File: config.mk
export PLATFORM = sky130hd
export DESIGN_NAME = rv_load_generator
export DESIGN_NICKNAME = d
export VERILOG_FILES = /design/src/rtl/rv_load_generator.sv
export SDC_FILE = /design/constraint.sdc
export NUM_CORES = 1
export LEC_CHECK = 0
export BUFFER_PORTS_ARGS = -buffer_cell sky130_fd_sc_hd__buf_4
export CAP_MARGIN = 25
export CELL_PAD_IN_SITES_DETAIL_PLACEMENT = 0
export CELL_PAD_IN_SITES_GLOBAL_PLACEMENT = 1
export CORE_MARGIN = 2
export CORE_UTILIZATION = 29
export DETAILED_ROUTE_END_ITERATION = 16
export GPL_TIMING_DRIVEN = 0
export PLACE_DENSITY_LB_ADDON = 0.1
export SLEW_MARGIN = 20
export SYNTH_ARGS = -nofsm -noshare
export SYNTH_HDL_FRONTEND = slang
export SYNTH_SLANG_ARGS = --single-unit
File: constraint.sdc
create_clock -name I_clk -period 1.5 [get_ports I_clk]
set_input_delay 0.3 -clock I_clk [delete_from_list [all_inputs] [get_ports I_clk]]
set_output_delay 0.3 -clock I_clk [all_outputs]
set_load 0.02 [all_outputs]
File: src/rtl/rv_load_generator.sv
// -----------------------------------------------------------------------------
// rv_load_generator
//
// Load-data formatter for the RISC-V memory-access / writeback path. Takes the
// raw word read from data memory plus the load funct3 and produces the sign- or
// zero-extended value destined for the register file.
//
// The formatted result (O_data) and the illegal-selector flag (O_illegal) are
// purely combinational, so the block can sit in the same cycle as the memory
// read. A one-stage registered copy is provided alongside for pipelines that
// want to break the path there.
//
// Handshake: I_valid is a valid-only qualifier with no ready/backpressure. A
// beat is taken on every rising I_clk edge where I_valid=1, one per cycle,
// unconditionally. O_valid_q is I_valid delayed by one cycle. O_data_q updates
// only on accepted beats and otherwise holds its last captured value.
//
// Parameters
//   USE_ADDR : 1 = byte/halfword lane chosen by I_addr.
//              0 = lane 0 is always used and I_addr is ignored.
//   XLEN     : data width. Only 32 is supported.
//
// Ports
//   I_clk            in   clock; all registers on the rising edge
//   I_rst_n          in   asynchronous active-low reset
//   I_valid          in   a load result is present this cycle
//   I_loadsel [2:0]  in   funct3: LB=000 LH=001 LW=010 LBU=100 LHU=101
//   I_addr    [1:0]  in   byte offset of the access (USE_ADDR=1 only)
//   I_data    [31:0] in   raw word from data memory
//   O_data    [31:0] out  combinational formatted result
//   O_data_q  [31:0] out  O_data registered on accepted beats
//   O_valid_q        out  I_valid registered
//   O_illegal        out  combinational: I_loadsel is not a legal load code
//   O_illegal_sticky out  set by a valid beat with an illegal selector; it is
//                         cleared only by reset
// -----------------------------------------------------------------------------
module rv_load_generator #(
  parameter int USE_ADDR = 0,
  parameter int XLEN     = 32
) (
  input  logic            I_clk,
  input  logic            I_rst_n,
  input  logic            I_valid,
  input  logic [2:0]      I_loadsel,
  input  logic [1:0]      I_addr,
  input  logic [XLEN-1:0] I_data,
  output logic [XLEN-1:0] O_data,
  output logic [XLEN-1:0] O_data_q,
  output logic            O_valid_q,
  output logic            O_illegal,
  output logic            O_illegal_sticky
);

  localparam logic [2:0] SEL_LB  = 3'b000;
  localparam logic [2:0] SEL_LH  = 3'b001;
  localparam logic [2:0] SEL_LW  = 3'b010;
  localparam logic [2:0] SEL_LBU = 3'b100;
  localparam logic [2:0] SEL_LHU = 3'b101;

  // Effective offset. When address steering is disabled, this is forced to
  // lane 0, so the rest of the logic has a single code path.
  logic [1:0]  addr_eff;
  logic [7:0]  lane_byte;
  logic [15:0] lane_half;

  assign addr_eff = (USE_ADDR != 0) ? I_addr : 2'b00;

  always_comb begin
    lane_byte = I_data[7:0];
    case (addr_eff)
      2'd0:    lane_byte = I_data[7:0];
      2'd1:    lane_byte = I_data[15:8];
      2'd2:    lane_byte = I_data[23:16];
      default: lane_byte = I_data[31:24];
    endcase
  end

  // Halfwords are assumed aligned. Only the upper offset bit picks the half.
  assign lane_half = addr_eff[1] ? I_data[31:16] : I_data[15:0];

  // Extension. An illegal selector falls back to passing the word through
  // unchanged (LW behaviour) and raises O_illegal.
  always_comb begin
    O_data    = I_data;
    O_illegal = 1'b0;
    case (I_loadsel)
      SEL_LB:  O_data = {{24{lane_byte[7]}}, lane_byte};
      SEL_LH:  O_data = {{16{lane_half[15]}}, lane_half};
      SEL_LW:  O_data = I_data;
      SEL_LBU: O_data = {24'h0, lane_byte};
      SEL_LHU: O_data = {16'h0, lane_half};
      default: begin
        O_data    = I_data;
        O_illegal = 1'b1;
      end
    endcase
  end

  // Registered stage. Reset asserted mid-stream discards whatever was pending.
  always_ff @(posedge I_clk or negedge I_rst_n) begin
    if (!I_rst_n) begin
      O_data_q         <= '0;
      O_valid_q        <= 1'b0;
      O_illegal_sticky <= 1'b0;
    end else begin
      O_valid_q <= I_valid;
      if (I_valid) begin
        O_data_q <= O_data;
      end
      O_illegal_sticky <= O_illegal_sticky | (I_valid & O_illegal);
    end
  end

endmodule

# Yosys cells after proc, flatten, opt, wreduce, memory -nomap -nowiden

Index checks and enable logic that the tools add are counted.

$add $sub $neg: 0
Multipliers: 0
Div/mod/pow operators: 0
$lt $le $gt $ge: 0
Eq/ne operators: 4
Shifts and indexed selects: 0
Muxes and demuxes: 2
Bitwise logic cells: 2
Reductions and logical operators: 2

Operator list:

| cell                 | number |
|---|---|
| $pmux W32 S4         | 1 |
| $eq A3 B3 Y1 const B | 2 |
| $reduce_or A5 Y1     | 1 |
| $eq A3 B1 Y1 const B | 1 |
| $eq A3 B2 Y1 const B | 1 |
| $logic_not A3 Y1     | 1 |
| $and A1 B1 Y1        | 1 |
| $mux W1              | 1 |
| $or A1 B1 Y1         | 1 |

Bits in registers: 34
Latch bits: 0
Memory bits (writable): 0
ROM bits: 0
Output and inout bits: 67
Logic and storage cells: 13
Memories: 0

# Longest topological paths before layout

Gate-level depths: netlist of the first run.

Depth in word-level cells: 5
Mapped depth: 5
Gate-level depth less buffers: 3

# Worst setup path after synthesis of the first run

OpenSTA, ideal clock, no wires.

Path type: in2out
From: in I_loadsel[1]
To: out O_data[17]
Data arrival time: 1.214 ns
Required time: 1.200 ns
Path slack: -0.014 ns
Stages on the path: 5
Buffers on the path: 3
Cells stage by stage: buf_6 -> or3_1 -> buf_2 -> buf_2 -> nand2_1

Longest elaborated chain between the ends: 2
Elaborated cells between the ends (all ways): 5

RTL lines:

| what                                       | RTL line | source |
|---|---|---|
| start: declaration                         | 44       | `input logic [2:0] I_loadsel,` |
| $eq A3 B3 Y1, or another cell as far along | 86       | `case (I_loadsel)` |
| $pmux W32 S4 *                             | 86       |  |
| end: declaration                           | 47       | `output logic [XLEN-1:0] O_data,` |

Every way passes the cells marked *; elsewhere a longest branch is shown, timed or not.

# Final worst setup path of the first run

From: in I_loadsel[0]
To: out O_data[21]

Same word-level chain as after synthesis.

==> impl_metrics.env, run 1 <==
export IMPL_run_status="finished with violations"
export IMPL_violations="setup timing"
export IMPL_routed_top_layer="met4"
export IMPL_worst_ep_arrival_time_ns=1.27
export IMPL_grt_usage=0.159
export IMPL_synth_top_area_cell="dfrtp_1"
export IMPL_totalWireLength_um=4540
export IMPL_n_antenna_cell=0
export IMPL_port_buffers=104
export IMPL_synth_top_area_share=0.548
export IMPL_yosys_warnings=0
export IMPL_syn_to_final_growth_pct=79.6
export IMPL_cts_root_buf="clkbuf_8"
export IMPL_powerDensity_nw_per_um2=924
export IMPL_wl_met3_um=433
export IMPL_grt_pass1_wl_um=7470
export IMPL_first_pass_iters=4
export IMPL_hpwl_um=3130
export IMPL_cts_tree="done"
export IMPL_clk_latency_ns=0.28
export IMPL_met2_length_um=2220
export IMPL_worst_pin_slew_ns=0.545
export IMPL_synth_cell_types=16
export IMPL_antenna_found_initial=0
export IMPL_min_period_over_period=1.05
export IMPL_fin_nets=307
export IMPL_max_freq_mhz=635
export IMPL_clock_sinks=34
export IMPL_grt_pass1_vias=1536
export IMPL_die_area_sq_um=5960
export IMPL_hold_violations=0
export IMPL_routedWlPerCell_um=13.5
export IMPL_rows=26
export IMPL_leakage_nw=1.44
export IMPL_critPathKind="input port to output pin"
export IMPL_core_area_sq_um=5140
export IMPL_maxCapViolCount=0
export IMPL_remaining_drc_errors=0
export IMPL_initial_core_util=0.302
export IMPL_avgSynthCellArea_sq_um=10.5
export IMPL_tritoncts_num_buffers=5
export IMPL_postLayoutSetupSlackWorst_ns=-0.0740
export IMPL_grt_ovfl_total=0
export IMPL_hold_path_class="input port to flop"
export IMPL_syn_nets=188
export IMPL_critPathMaxFanout=6
export IMPL_synth_area_leaders="dfrtp_1 (55%), mux2_2 (12%), nand2_1 (7.7%), a31oi_1 (6.4%), a21o_1 (4.3%)"
export IMPL_start_kind="input port"
export IMPL_cts_htree_levels=2
export IMPL_clk_pin_slew_ns=0.06
export IMPL_setup_worst_path_end_class="output pin"
export IMPL_ant_nets=0
export IMPL_setup_viol=16
export IMPL_place_congestion=0.686
export IMPL_clockBufferDepth=2
export IMPL_drive_above_1_share=0.629
export IMPL_drt_iter0_drc=38
export IMPL_worstPathRequired_ns=1.20
export IMPL_vdd_ir_drop_worst_v=0.000384
export IMPL_ioPinCount=107
export IMPL_synthCells=148
export IMPL_ys_seq_elements=34
export IMPL_viasPerCell=4.46
export IMPL_synth_seq_area_share=0.548
export IMPL_period_needed_ns=1.57
export IMPL_power_mw=2.58
export IMPL_tns_ns=-1.06
export IMPL_route_vias_total=1504
export IMPL_grt_max_degree=35
export IMPL_die_h_um=77.2
export IMPL_slew_headroom=0.636
export IMPL_met1_length_um=1840
export IMPL_slew_violations=0
export IMPL_netlist_area_sq_um=1550
export IMPL_grt_setup_unrepaired="true"
export IMPL_fin_worst_skew_ns=0
export IMPL_die_w_um=77.2
==> final timing paths <==
kind                                            start                         end  slack (ns)  cells after the start
setup / recovery                         I_loadsel[0]                  O_data[21]       -0.07                      6
setup reg to reg              O_data_q[7]$_DFFE_PN0P_     O_data_q[7]$_DFFE_PN0P_        0.75                      1
min in group asynchronous                     I_rst_n    O_data_q[17]$_DFFE_PN0P_        0.51                      2
hold / removal                                I_valid         O_valid_q$_DFF_PN0_        0.16                      1
max in group asynchronous                     I_rst_n    O_data_q[14]$_DFFE_PN0P_        0.67                      2
hold reg to reg            O_illegal_sticky$_DFF_PN0_  O_illegal_sticky$_DFF_PN0_        0.47                      1
==> cells in the final DEF (no fill, tap or decap) <==
master | netlist | routed
buf_8 | 0 | 2
dfrtp_1 | 34 | 34
nor2_1 | 16 | 16
clkbuf_8 | 0 | 5
mux2_2 | 16 | 16
mux2i_1 | 1 | 1
nor4b_4 | 0 | 1
a31oi_1 | 16 | 16
buf_1 | 2 | 2
nand2_2 | 0 | 11
buf_6 | 3 | 30
nand2_4 | 0 | 5
or2_2 | 1 | 1
dlygate4sd3_1 | 0 | 1
buf_4 | 8 | 93
o21a_1 | 1 | 1
buf_16 | 0 | 1
or3_4 | 0 | 1
clkbuf_1 | 5 | 3
clkinv_2 | 0 | 2
nand2_1 | 32 | 16
a21o_1 | 9 | 9
==> worst max-delay path, stage by stage <==
cell     delay (ns)
buf_6          0.11
mux2i_1        0.11
or3_4          0.41
buf_16         0.18
nand2_4        0.05
buf_6          0.11
==> kinds of logic after synthesis <==
kind of cell	Yosys count	synth area share
AND/OR/NAND/NOR	51	0.134
buffers and inverters	20	0.0837
multiplexers	17	0.122
flip-flops	34	0.548
AO/OA/AOI/OAI	26	0.113
==> routing by layer <==
layer | vias to the layer above | global-route usage
li1 | 728 | -
met1 | 703 | 0.190
met2 | 67 | 0.268
met3 | 6 | 0.0600
met4 | 0 | 0.0429
met5 | - | 0
==> timing repair <==
item                                    in CTS  in global routing
gates resized for setup                     56                  5
setup buffers                                7                  2
hold buffers                                 1                  0
pin swaps                                    2                  1
gates cloned                                 2                  0
hold endpoints to repair                    34                  0
endpoints found under the setup margin      24                 24
==> through the flow <==
stage,worst slack (ns),instances,hold slack (ns),utilization,instance area (sq um)
floorplan,-0.0142,148,0.00441,-,1550
global placement,-0.371,322,0.276,0.471,2420
detailed placement,-0.344,322,0.280,0.471,2420
CTS,-0.151,338,0.157,0.542,2790
global route,-0.125,337,0.161,0.543,2790
finish,-0.0740,337,0.165,0.543,2790
==> synthesized netlist by cell type <==
master and instances:
nand2_1 32, buf_4 8, a31oi_1 16, o21a_1 1, mux2i_1 1, nor2_1 16, buf_1 2, mux2_2 16
a21o_1 9, or2_2 1, buf_2 2, nor4b_2 1, clkbuf_1 5, buf_6 3, dfrtp_1 34, or3_1 1
==> report_power, final <==
part,internal (mW),total [mW],switching [mW]
Combinational,0.442,0.887,0.445
Sequential,1.01,1.06,0.0498
Clock,0.311,0.631,0.320
==> registers in the layout, indices dropped and copies added (netlist names) <==
name,flops
O_data_q,32
O_illegal_sticky,1
O_valid_q,1
==> final cells by class <==
type / instances / area (sq um)
Clock buffer: 5 / 68.8
Clock inverter: 2 / 10.0
Sequential cell: 34 / 851
Timing Repair Buffer: 116 / 1010
Fill cell: 508 / 2350
Buffer: 16 / 116
Multi-Input combinational cell: 94 / 652
Tap cell: 70 / 87.6
(Power assumes the default switching activity.)
==> inputs of run 2 (changes only) <==
Settings changed: ABC_AREA from default to 1, SETUP_SLACK_MARGIN from default to 0.05.
==> run 2 against run 1 <==
Against the previous run: the flow now finishes without violations; worst hold slack got worse by 0.030 ns; non-clock buffer count down 10; flip-flop and latch count did not move; via count is 8.6% higher; sequential power hardly changed; critical path type unchanged; critical endpoint unchanged; largest power group unchanged; highest routed layer unchanged.
==> impl_metrics.env, run 2 <==
export IMPL_run_status="completed"
export IMPL_critPathMaxFanout=10
export IMPL_powerDensity_nw_per_um2=928
export IMPL_viasPerCell=4.14
export IMPL_maxCapViolCount=0
export IMPL_synthCells=211
export IMPL_netlist_top_cells_count="nand2_1 (136), dfrtp_1 (34), buf_4 (11), nand2_4 (11), buf_2 (5)"
export IMPL_comb_power_share=0.322
export IMPL_synthMostInstantiatedCell="nand2_1"
export IMPL_hold_path_class="input port to flop"
export IMPL_port_buffers=103
export IMPL_cell_internal_pwr_mw=1.67
export IMPL_hpwl_um=3620
export IMPL_n_antenna_cell=0
export IMPL_pre_cts_ws_ns=0.0788
export IMPL_die_area_sq_um=6500
export IMPL_die_h_um=80.6
export IMPL_clock_sinks=34
export IMPL_whs_ns=0.135
export IMPL_grt_pass1_wl_um=7670
export IMPL_ys_seq_elements=34
export IMPL_slew_headroom=0.703
export IMPL_die_w_um=80.6
export IMPL_cts_root_buf="clkbuf_8"
export IMPL_place_congestion=0.734
export IMPL_p_seq_frac=0.426
export IMPL_synth_top_area_cell="dfrtp_1"
export IMPL_synthMuxAreaShare=0
export IMPL_min_period_over_period=0.932
export IMPL_grt_met3_usage=0.0517
export IMPL_cts_htree_levels=2
export IMPL_grt_setup_unrepaired="false"
export IMPL_hold_violations=0
export IMPL_tns_ns=0
export IMPL_synth_simple_area_share=0.399
export IMPL_clockBufferDepth=2
export IMPL_synth_top_area_share=0.500
export IMPL_mostFrequentLayoutCells="nand2_1 (136), buf_4 (114), dfrtp_1 (34), nand2_4 (11)"
export IMPL_tritoncts_num_buffers=5
export IMPL_largest_reg_flops=32
export IMPL_drt_iter0_drc=72
export IMPL_synth_seq_area_share=0.500
export IMPL_cts_setup_buffers=0
export IMPL_grt_ovfl_total=0
export IMPL_first_pass_iters=4
export IMPL_antenna_found_initial=0
export IMPL_clk_latency_ns=0.28
export IMPL_netlist_area_sq_um=1700
export IMPL_regMostFlops="O_data_q"
export IMPL_routedWlPerCell_um=12.1
export IMPL_grt_max_degree=35
export IMPL_clk_pin_slew_ns=0.06
export IMPL_yosys_warnings=0
export IMPL_syn_nets=251
export IMPL_ant_nets=0
export IMPL_synth_adder_area_share=0
export IMPL_worst_ep_arrival_time_ns=1.10
export IMPL_ioPinCount=107
export IMPL_max_freq_mhz=715
export IMPL_period_needed_ns=1.40
export IMPL_met2_usage=0.237
export IMPL_synth_top_family_by_area="simple AND/OR/NAND/NOR gates"
export IMPL_leakage_nw=1.58
export IMPL_critPathKind="input port to output pin"
export IMPL_synth_area_leaders="dfrtp_1 (50%), nand2_1 (30%), nand2_4 (7.3%), buf_4 (4.9%), buf_2 (1.5%)"
export IMPL_initial_core_util=0.305
export IMPL_cts_tree="done"
export IMPL_totalWireLength_um=4770
export IMPL_grt_pass1_vias=1593
export IMPL_async_flop_share=1.00
export IMPL_setup_worst_path_end_class="output pin"
export IMPL_vdd_ir_drop_worst_v=0.000534
export IMPL_core_area_sq_um=5570
export IMPL_postLayoutSetupSlackWorst_ns=0.102
export IMPL_busiest_layer="met2"
export IMPL_setup_viol=0
export IMPL_rows=27
export IMPL_synth_compound_area_frac=0.00441
export IMPL_reg_top3="O_data_q: 32 flops, O_illegal_sticky: 1 flops, O_valid_q: 1 flops"
export IMPL_start_kind="input port"
export IMPL_synth_main_ff_cell="dfrtp_1"
export IMPL_syn_to_final_growth_pct=56.1
export IMPL_power_share_switching=0.323
export IMPL_worst_pin_slew_ns=0.446
export IMPL_synth_cell_types=16
export IMPL_synth_edf_count=0
export IMPL_fin_worst_skew_ns=0
export IMPL_route_vias_total=1633
export IMPL_switchingPower_uw=795
export IMPL_drive_above_1_share=0.444
export IMPL_p_clk_frac=0.252
export IMPL_synth_xor_area_share=0
export IMPL_grtUsageMet1=0.207
export IMPL_grt_usage=0.155
export IMPL_slew_violations=0
export IMPL_worstPathRequired_ns=1.20
export IMPL_remaining_drc_errors=0
export IMPL_fin_nets=362
export IMPL_final_common_cell="nand2_1"
export IMPL_avgSynthCellArea_sq_um=8.06
run 2: critical path: stages:
cell and delay (ns):
buf_4 0.13, nand2_1 0.08, nand2_2 0.09, nand2_8 0.10, buf_12 0.17, nand2_4 0.07, buf_4 0.15
run 2: worst paths after layout:
path                                             from                    endpoint  slack [ns]  cells after the start
setup reg to reg           O_illegal_sticky$_DFF_PN0_  O_illegal_sticky$_DFF_PN0_        0.87                      1
setup / recovery                            I_data[7]                  O_data[21]        0.10                      7
hold reg to reg            O_illegal_sticky$_DFF_PN0_  O_illegal_sticky$_DFF_PN0_        0.46                      1
min in group asynchronous                     I_rst_n    O_data_q[31]$_DFFE_PN0P_        0.51                      2
max in group asynchronous                     I_rst_n     O_data_q[5]$_DFFE_PN0P_        0.68                      2
hold / removal                                I_valid         O_valid_q$_DFF_PN0_        0.13                      1
run 2: cells by family after synthesis:
kind of cell,after synthesis
AO/OA/AOI/OAI,1
AND/OR/NAND/NOR,153
buffers and inverters,23
flip-flops,34
run 2: timing repair:
action / in CTS / in global routing
setup endpoints to repair: 0 / 7
hold buffers: 1 / 0
hold endpoints to repair: 34 / 0
resized for setup: 0 / 1
run 2: per-layer routing:
| layer | share of wire | wire, um |
|---|---|---|
| met5 | 0 | 0 |
| met4 | 0.014 | 65 |
| met3 | 0.098 | 469 |
| met2 | 0.43 | 2060 |
| met1 | 0.46 | 2180 |
run 2: cell type report:
| class | instances | area, sq um |
|---|---|---|
| Buffer | 18 | 139 |
| Timing Repair Buffer | 104 | 783 |
| Fill cell | 620 | 2920 |
| Tap cell | 72 | 90.1 |
| Inverter | 5 | 26.3 |
| Multi-Input combinational cell | 154 | 691 |
| Sequential cell | 34 | 851 |
| Clock buffer | 7 | 76.3 |
run 2: stage by stage:
step	cell area [sq um]	util	total power, mW	std cells
finish	2660	0.477	2.46	394
global route	2660	0.477	2.62	394
detailed placement	2560	0.460	1.87	386
CTS	2650	0.476	2.51	394
floorplan	1700	-	1.48	211
global placement	2560	0.460	1.86	386
run 2: power groups by stage:
stage	Combinational (mW)	Clock (mW)	Sequential, mW
final	0.793	0.622	1.05
after global routing	0.864	0.695	1.06
after CTS	0.807	0.657	1.05
after detailed placement	0.804	0	1.07
after global placement	0.799	0	1.06
after floorplan	0.308	0	1.17
